`config.mk`:
```
export PLATFORM = sky130hd
export DESIGN_NAME = epmp_mem_arb
export DESIGN_NICKNAME = d
export VERILOG_FILES = /design/src/rtl/epmp_mem_arb.sv
export SDC_FILE = /design/constraint.sdc
export NUM_CORES = 1
export LEC_CHECK = 0
export BUFFER_PORTS_ARGS = -buffer_cell sky130_fd_sc_hd__buf_2
export CAP_MARGIN = 20
export CORE_MARGIN = 3
export CORE_UTILIZATION = 40
export DETAILED_ROUTE_END_ITERATION = 6
export PLACE_DENSITY = 0.75
export SYNTH_ARGS = -nofsm -noshare
export SYNTH_HDL_FRONTEND = slang
export SYNTH_SLANG_ARGS = --single-unit
```
`constraint.sdc`:
```
create_clock -name clk -period 1.6 [get_ports clk]
set_clock_uncertainty 0.05 [all_clocks]
set_input_delay 0.08 -clock clk [delete_from_list [all_inputs] [get_ports clk]]
set_output_delay 0.08 -clock clk [all_outputs]
set_load 0.02 [all_outputs]
```
`src/rtl/epmp_mem_arb.sv`:
```
// epmp_mem_arb -- two-port arbiter in front of a single asynchronous memory.
//
// Port 0 (CPU) and port 1 (debug loader) issue single accesses. In IDLE one
// request is granted and its direction/address/data are latched. The memory
// strobe is then held for WAIT_CYC cycles (ACCESS). A one-cycle Ack follows
// on the granted port (DONE), and the FSM returns to IDLE.
//
// Configuration macro: EPMP_ARB_RR_EN
//   defined   : simultaneous requests are resolved round-robin using a
//               last-grant register (reset value 1, so port 0 wins first).
//   undefined : fixed priority, port 0 always wins.
//
// Ports:
//   clk               system clock, rising edge
//   Reset             asynchronous active-low reset
//   Req0/RnW0/Addr0/Wdata0   port 0 request, direction (1=read), address, write data
//   Req1/RnW1/Addr1/Wdata1   port 1, same meaning
//   Ack0, Ack1        one-cycle completion pulses
//   Rdata             read data, valid while Ack0/Ack1 is high
//   Mem_A, Mem_D_Out, Mem_D_Oe, Mem_D_In, Mem_Rd, Mem_Wr   memory side
//   Grant             index of the port owning the current access
//   Busy              high whenever the FSM is not in IDLE
//   Dbg_State         current FSM state (0=IDLE, 1=ACCESS, 2=DONE)
//
// Handshake: a port raises Req and holds it (with RnW/Addr/Wdata) until its
// Ack pulse. Inputs are sampled only at the IDLE edge that grants the
// request; a Req dropped afterwards does not cancel the access.

module epmp_mem_arb #(
    parameter int unsigned WAIT_CYC = 2
) (
    input  logic        clk,
    input  logic        Reset,
    input  logic        Req0,
    input  logic        RnW0,
    input  logic [15:0] Addr0,
    input  logic [7:0]  Wdata0,
    input  logic        Req1,
    input  logic        RnW1,
    input  logic [15:0] Addr1,
    input  logic [7:0]  Wdata1,
    output logic        Ack0,
    output logic        Ack1,
    output logic [7:0]  Rdata,
    output logic [15:0] Mem_A,
    output logic [7:0]  Mem_D_Out,
    output logic        Mem_D_Oe,
    input  logic [7:0]  Mem_D_In,
    output logic        Mem_Rd,
    output logic        Mem_Wr,
    output logic        Grant,
    output logic        Busy,
    output logic [1:0]  Dbg_State
);

    typedef enum logic [1:0] {
        S_IDLE   = 2'd0,
        S_ACCESS = 2'd1,
        S_DONE   = 2'd2
    } state_e;

    localparam logic [3:0] LAST_CNT = 4'(WAIT_CYC - 1);

    state_e      state_q, state_d;
    logic [3:0]  cnt_q, cnt_d;
    logic        grant_q, grant_d;
    logic        rnw_q, rnw_d;
    logic [15:0] addr_q, addr_d;
    logic [7:0]  wdata_q, wdata_d;
    logic [7:0]  rdata_q, rdata_d;
    logic        win;

`ifdef EPMP_ARB_RR_EN
    logic last_q, last_d;

    // On a tie the port that did not win last time goes next.
    assign win = (Req0 && Req1) ? ~last_q : Req1;

    // Updated on every grant, including uncontested ones.
    assign last_d = (state_q == S_IDLE && (Req0 || Req1)) ? win : last_q;

    always_ff @(posedge clk or negedge Reset) begin
        if (!Reset) begin
            last_q <= 1'b1;
        end else begin
            last_q <= last_d;
        end
    end
`else
    // Fixed priority: port 1 wins only when port 0 is not requesting.
    assign win = ~Req0;
`endif

    always_comb begin
        state_d = state_q;
        cnt_d   = cnt_q;
        grant_d = grant_q;
        rnw_d   = rnw_q;
        addr_d  = addr_q;
        wdata_d = wdata_q;
        rdata_d = rdata_q;
        case (state_q)
            S_IDLE: begin
                if (Req0 || Req1) begin
                    grant_d = win;
                    rnw_d   = win ? RnW1   : RnW0;
                    addr_d  = win ? Addr1  : Addr0;
                    wdata_d = win ? Wdata1 : Wdata0;
                    cnt_d   = 4'd0;
                    state_d = S_ACCESS;
                end
            end
            S_ACCESS: begin
                if (cnt_q == LAST_CNT) begin
                    cnt_d   = 4'd0;
                    state_d = S_DONE;
                    // Memory data is taken at the edge ending the strobe.
                    if (rnw_q) begin
                        rdata_d = Mem_D_In;
                    end
                end else begin
                    cnt_d = cnt_q + 4'd1;
                end
            end
            S_DONE: begin
                state_d = S_IDLE;
            end
            default: begin
                state_d = S_IDLE;
            end
        endcase
    end

    always_ff @(posedge clk or negedge Reset) begin
        if (!Reset) begin
            state_q <= S_IDLE;
            cnt_q   <= 4'd0;
            grant_q <= 1'b0;
            rnw_q   <= 1'b0;
            addr_q  <= 16'h0000;
            wdata_q <= 8'h00;
            rdata_q <= 8'h00;
        end else begin
            state_q <= state_d;
            cnt_q   <= cnt_d;
            grant_q <= grant_d;
            rnw_q   <= rnw_d;
            addr_q  <= addr_d;
            wdata_q <= wdata_d;
            rdata_q <= rdata_d;
        end
    end

    // Strobes are decoded from registered state only, so reset clears them
    // immediately without waiting for a clock.
    assign Mem_Rd    = (state_q == S_ACCESS) &&  rnw_q;
    assign Mem_Wr    = (state_q == S_ACCESS) && !rnw_q;
    assign Mem_D_Oe  = (state_q == S_ACCESS) && !rnw_q;
    assign Mem_A     = addr_q;
    assign Mem_D_Out = wdata_q;
    assign Ack0      = (state_q == S_DONE) && !grant_q;
    assign Ack1      = (state_q == S_DONE) &&  grant_q;
    assign Rdata     = rdata_q;
    assign Grant     = grant_q;
    assign Busy      = (state_q != S_IDLE);
    assign Dbg_State = state_q;

endmodule

```
Yosys cells after proc, flatten, opt, wreduce, memory -nomap -nowiden

Index checks and enable logic that the tools add are counted.

Flip-flop bits (word level): 40
Input port bits: 62
Output and inout port bits: 41
Logic and storage cells: 37

Add/subtract/negate cells: 1
Eq/ne operators: 5
Muxes and demuxes: 9
Bitwise gates (word level): 1
Reduce and logical (&&, ||, !) cells: 14

Operators by type and width:

| kind                  | number |
|---|---|
| $mux W16              | 1 |
| $mux W4               | 2 |
| $mux W8               | 1 |
| $pmux W4 S2           | 1 |
| $reduce_and A2 Y1     | 3 |
| $add A4 B1 Y4 const B | 1 |
| $eq A4 B1 Y1 const B  | 1 |
| $logic_and A1 B1 Y1   | 4 |
| $mux W2               | 2 |
| $ne A2 B2 Y1 const B  | 2 |
| $pmux W2 S2           | 1 |
| $reduce_bool A2 Y1    | 2 |
| $reduce_and A3 Y1     | 1 |
| $eq A2 B1 Y1 const B  | 1 |
| $eq A2 B2 Y1 const B  | 1 |
| $logic_not A1 Y1      | 2 |
| $logic_not A2 Y1      | 1 |
| $logic_or A1 B1 Y1    | 1 |
| $mux W1               | 1 |
| $not A1 Y1            | 1 |

Depth between registers and ports, before layout

Depth after elaboration: 3
Mapped depth: 6
Mapped depth without buffers: 5

Least setup slack after synthesis

OpenSTA, ideal clock, no wires.

Path type: reg-to-reg
Start point: register state_q[0] (netlist: Dbg_State[0])
End point: register addr_q[10] (netlist: Mem_A[10])
Library setup time: 0.125 ns
Arrival: 1.488 ns
Data required time: 1.425 ns
Slack: -0.063 ns
Cell stages (with the launch flop): 7
Buffers on the path: 2
Clock period less this slack: 1.663 ns
Cell sequence: dfrtp_1 -> nor2_2 -> inv_2 -> nor2_2 -> buf_6 -> buf_6 -> mux2_2

Word-level cells in the longest chain between the ends: 2

Ends and longest elaborated chain:

| element                            | line | RTL |
|---|---|---|
| start: declaration                 | 64   | `state_e state_q, state_d;` |
| start signal: assignment           | 144  | `state_q <= state_d;` |
| $logic_not A2 Y1                   | 102  | `case (state_q)` |
| $reduce_and A2 Y1 (no source line) | -    |  |
| end signal: assignment             | 148  | `addr_q <= addr_d;` |
| end: declaration                   | 68   | `logic [15:0] addr_q, addr_d;` |

Every way passes these cells.
A chain may end at the register's enable or synchronous reset.

Worst setup path after layout

Start point: register cnt_q[1]
End point: register rdata_q[3] (netlist: Rdata[3])

Word-level cells in the longest chain between the ends: 2

Ends and longest elaborated chain:

| element                            | line | RTL |
|---|---|---|
| start: declaration                 | 65   | `logic [3:0] cnt_q, cnt_d;` |
| start signal: assignment           | 145  | `cnt_q <= cnt_d;` |
| $eq A4 B1 Y1                       | 114  | `if (cnt_q == LAST_CNT) begin` |
| $reduce_and A3 Y1 (no source line) | -    |  |
| end signal: assignment             | 150  | `rdata_q <= rdata_d;` |
| end: declaration                   | 70   | `logic [7:0] rdata_q, rdata_d;` |

Every way passes these cells.

==> reports/qor.yml <==
clock_network:
  cts_tree: "done"
  cts_made_buffers: 5
  cts_num_sinks: 40
  cts.path.max_buffers: 2
  root_buffer: "clkbuf_8"
  clock_latency_ns: 0.28
  path_clk_slew_ns: 0.08
  cts_max_level: 2
setup_path:
  worstSetupEndpointType: "register"
  crit_required_ns: 1.72
  path_max_fanout: 8
  worstPathArrival_ns: 1.74
  criticalPathCategory: "register to register"
  cp-start-kind: "register"
die:
  dieArea_sq_um: 5743
  rows: 24
  coreArea_sq_um: 4534
  ioPinCount: 103
  initial_core_util_pct: 42.96
  die_h_um: 75.79
  die_x_um: 75.79
pwr:
  intPower_w: 0.003544
  vdd_drop_max_mv: 0.8266
  p_comb_share_pct: 52.5
  switching_power_w: 0.002165
  leakage_nw: 1.407
  pwr-share-seq_pct: 32.1
  p_clk_share_pct: 15.4
  netSwitchingFraction_pct: 37.92
  power_density_nw_per_um2: 1975
synthesis:
  synth_top_family_by_area: "multiplexers"
  muxShareOfSynthArea_pct: 33.53
  syn_nets: 205
  synthAdderAreaFrac_pct: 1.285
  synthTopCellsByArea: "dfrtp_1, mux2_2, buf_6"
  ys_seq_area_share_pct: 51.38
  synth_cell_types: 26
  synth_compound_area_share_pct: 2.762
  synth_top_area_cell: "dfrtp_1"
  syn-cell-area_sq_um: 1948
  synth_xor_area_share_pct: 0
  synthesis.instances: 141
  synth_warnings: 0
  synth-simple-area-share_pct: 6.487
  synth.top_cell.area_share_pct: 51.38
  syn_area_per_cell_sq_um: 13.82
  ys_ff_latch: 40
sta:
  setup_slack_ns: -0.01839
  max_clock_freq_mhz: 617.9
  final-setup-viol-count: 4
  relSlewSlack_pct: 65.38
  period_share_pct: 101.1
  worst_pin_slew_ns: 0.5192
  whs_ns: 0.04922
  rsz0062_at_grt: "true"
  hold_viol_final: 0
  slew_viol_final: 0
  fin_crit_ns: 1.618
placed_design:
  portBuffers: 102
  dp_slack_ns: -0.07907
  placed_cell_area_sq_um: 2585
  hpwl_um: 3161
  place_congestion: 0.8052
cells_and_area:
  fin_util_pct: 63.74
  design_area_sq_um: 2890
  nets: 327
  antenna_cells: 0
  area_growth_pct: 48.36
  post_route_cells_drive_above_1_share_pct: 74.24
drt:
  drcViolationCount: 0
  drtPass1Iterations: 4
  antenna_left: 0
  wl_um: 4664
  vias: 1552
  wl_per_cell_um: 14.18
  via_per_inst: 4.717
  drtIter0Drc: 65
global_route:
  grt_antenna_before_repair: 0
  grt_pass1_vias: 1538
  overflow: 0
  grt_max_degree: 41
  grt_pass1_wl_um: 6824
  track_usage_pct: 15.54
status:
  violations: "negative setup slack"
  outcome: "complete, but fails checks"
hold_path:
  hold_class: "input port to register"
run:
  maxCapViolations: 0
layout by cell type (no fill, tap or decap), drive strengths merged, types with 2 or more instances in the layout:
| master | count |
|---|---|
| ha | 2 |
| o21ai | 3 |
| dlygate4sd3 | 9 |
| a21oi | 4 |
| buf | 114 |
| nor3b | 2 |
| clkbuf | 8 |
| nor2 | 5 |
| nor2b | 2 |
| mux2 | 58 |
| nand2 | 3 |
| inv | 3 |
| dfrtp | 40 |
state kept, by name, summed over array words and instances (netlist names):
| name | flops |
|---|---|
| Dbg_State | 2 |
| Grant | 1 |
| Mem_A | 16 |
| Mem_D_Out | 8 |
| Rdata | 8 |
| cnt_q | 4 |
| rnw_q | 1 |
routing by layer:
metal | global-route usage, % | vias to the layer above | share of wire [%]
met3 | 3.958 | 4 | 5.6
met1 | 18.81 | 749 | 42
met5 | 0 | - | 0
met4 | 4.078 | 0 | 0.94
li1 | - | 741 | -
met2 | 27.38 | 58 | 51
final cells by class:
cell class / instances / area [sq um]
Sequential cell: 40 / 1003
Clock inverter: 1 / 30.03
Tap cell: 65 / 81.33
Multi-Input combinational cell: 89 / 924.6
Fill cell: 382 / 1644
Inverter: 3 / 11.26
Clock buffer: 7 / 96.34
Timing Repair Buffer: 124 / 743.2
power by group through the flow:
| stage | clock network [W] | registers [W] | logic (W) |
|---|---|---|---|
| floorplan | 0 | 0.00240 | 0.00128 |
| global placement | 0 | 0.00181 | 0.00273 |
| detailed placement | 0 | 0.00182 | 0.00276 |
| CTS | 0.000916 | 0.00181 | 0.00280 |
| global route | 0.000951 | 0.00190 | 0.00323 |
| finish | 0.000881 | 0.00183 | 0.00300 |
worst max-delay path: stages (launching register included):
cell	delay, ns
dfrtp_1	0.39
inv_1	0.06
ha_2	0.17
nor3b_4	0.19
and3_4	0.32
mux2_4	0.32
cell usage after synthesis:
master,n
dfrtp_1,40
mux2_2,58
inv_1,2
a21oi_2,1
nand3_1,1
buf_2,2
a21oi_1,3
and2_1,1
nand2b_1,1
o22ai_1,1
nor2_1,2
nand2_1,3
o21ai_0,3
or4_4,1
o32ai_1,1
and3_1,1
ha_1,2
nor3b_1,2
inv_2,1
nor2_2,3
and3b_2,1
nor2b_1,2
or3_2,1
buf_4,3
buf_6,4
or3b_2,1
metrics by stage:
stage	setup TNS, ns	total power, W	cells
2_1_floorplan	0	0.003681	141
3_3_place_gp	-0.1136	0.004532	311
3_5_place_dp	-0.5904	0.004577	311
4_1_cts	0	0.005519	328
5_1_grt	-0.6465	0.006076	329
6_report	-0.02975	0.005709	329
timing repair:
item / 4_1_cts / 5_1_grt
cloned: 0 / 1
hold endpoints to repair: 48 / 0
setup buffers: 0 / 1
setup endpoints to repair: 10 / 12
gates resized for setup: 3 / 14
hold buffers: 9 / 0
pin swaps: 0 / 1
kinds of logic after synthesis:
family,Yosys count
simple gates,20
mux,58
compound gates,9
flops,40
buf+inv,12
fa+ha+maj,2
final timing paths:
kind                           endpoint      from  cells after the start  slack [ns]
max                            Rdata[3]  cnt_q[1]                      5       -0.02
min                               Grant      Req1                      3        0.05
max reg2reg                    Rdata[3]  cnt_q[1]                      5       -0.02
min reg2reg                    Mem_A[3]  Mem_A[3]                      1        0.45
max in group asynchronous  Dbg_State[0]     Reset                      3        0.79
min in group asynchronous  Dbg_State[1]     Reset                      3        0.33
Note: power is estimated with default switching activity, not from simulation.
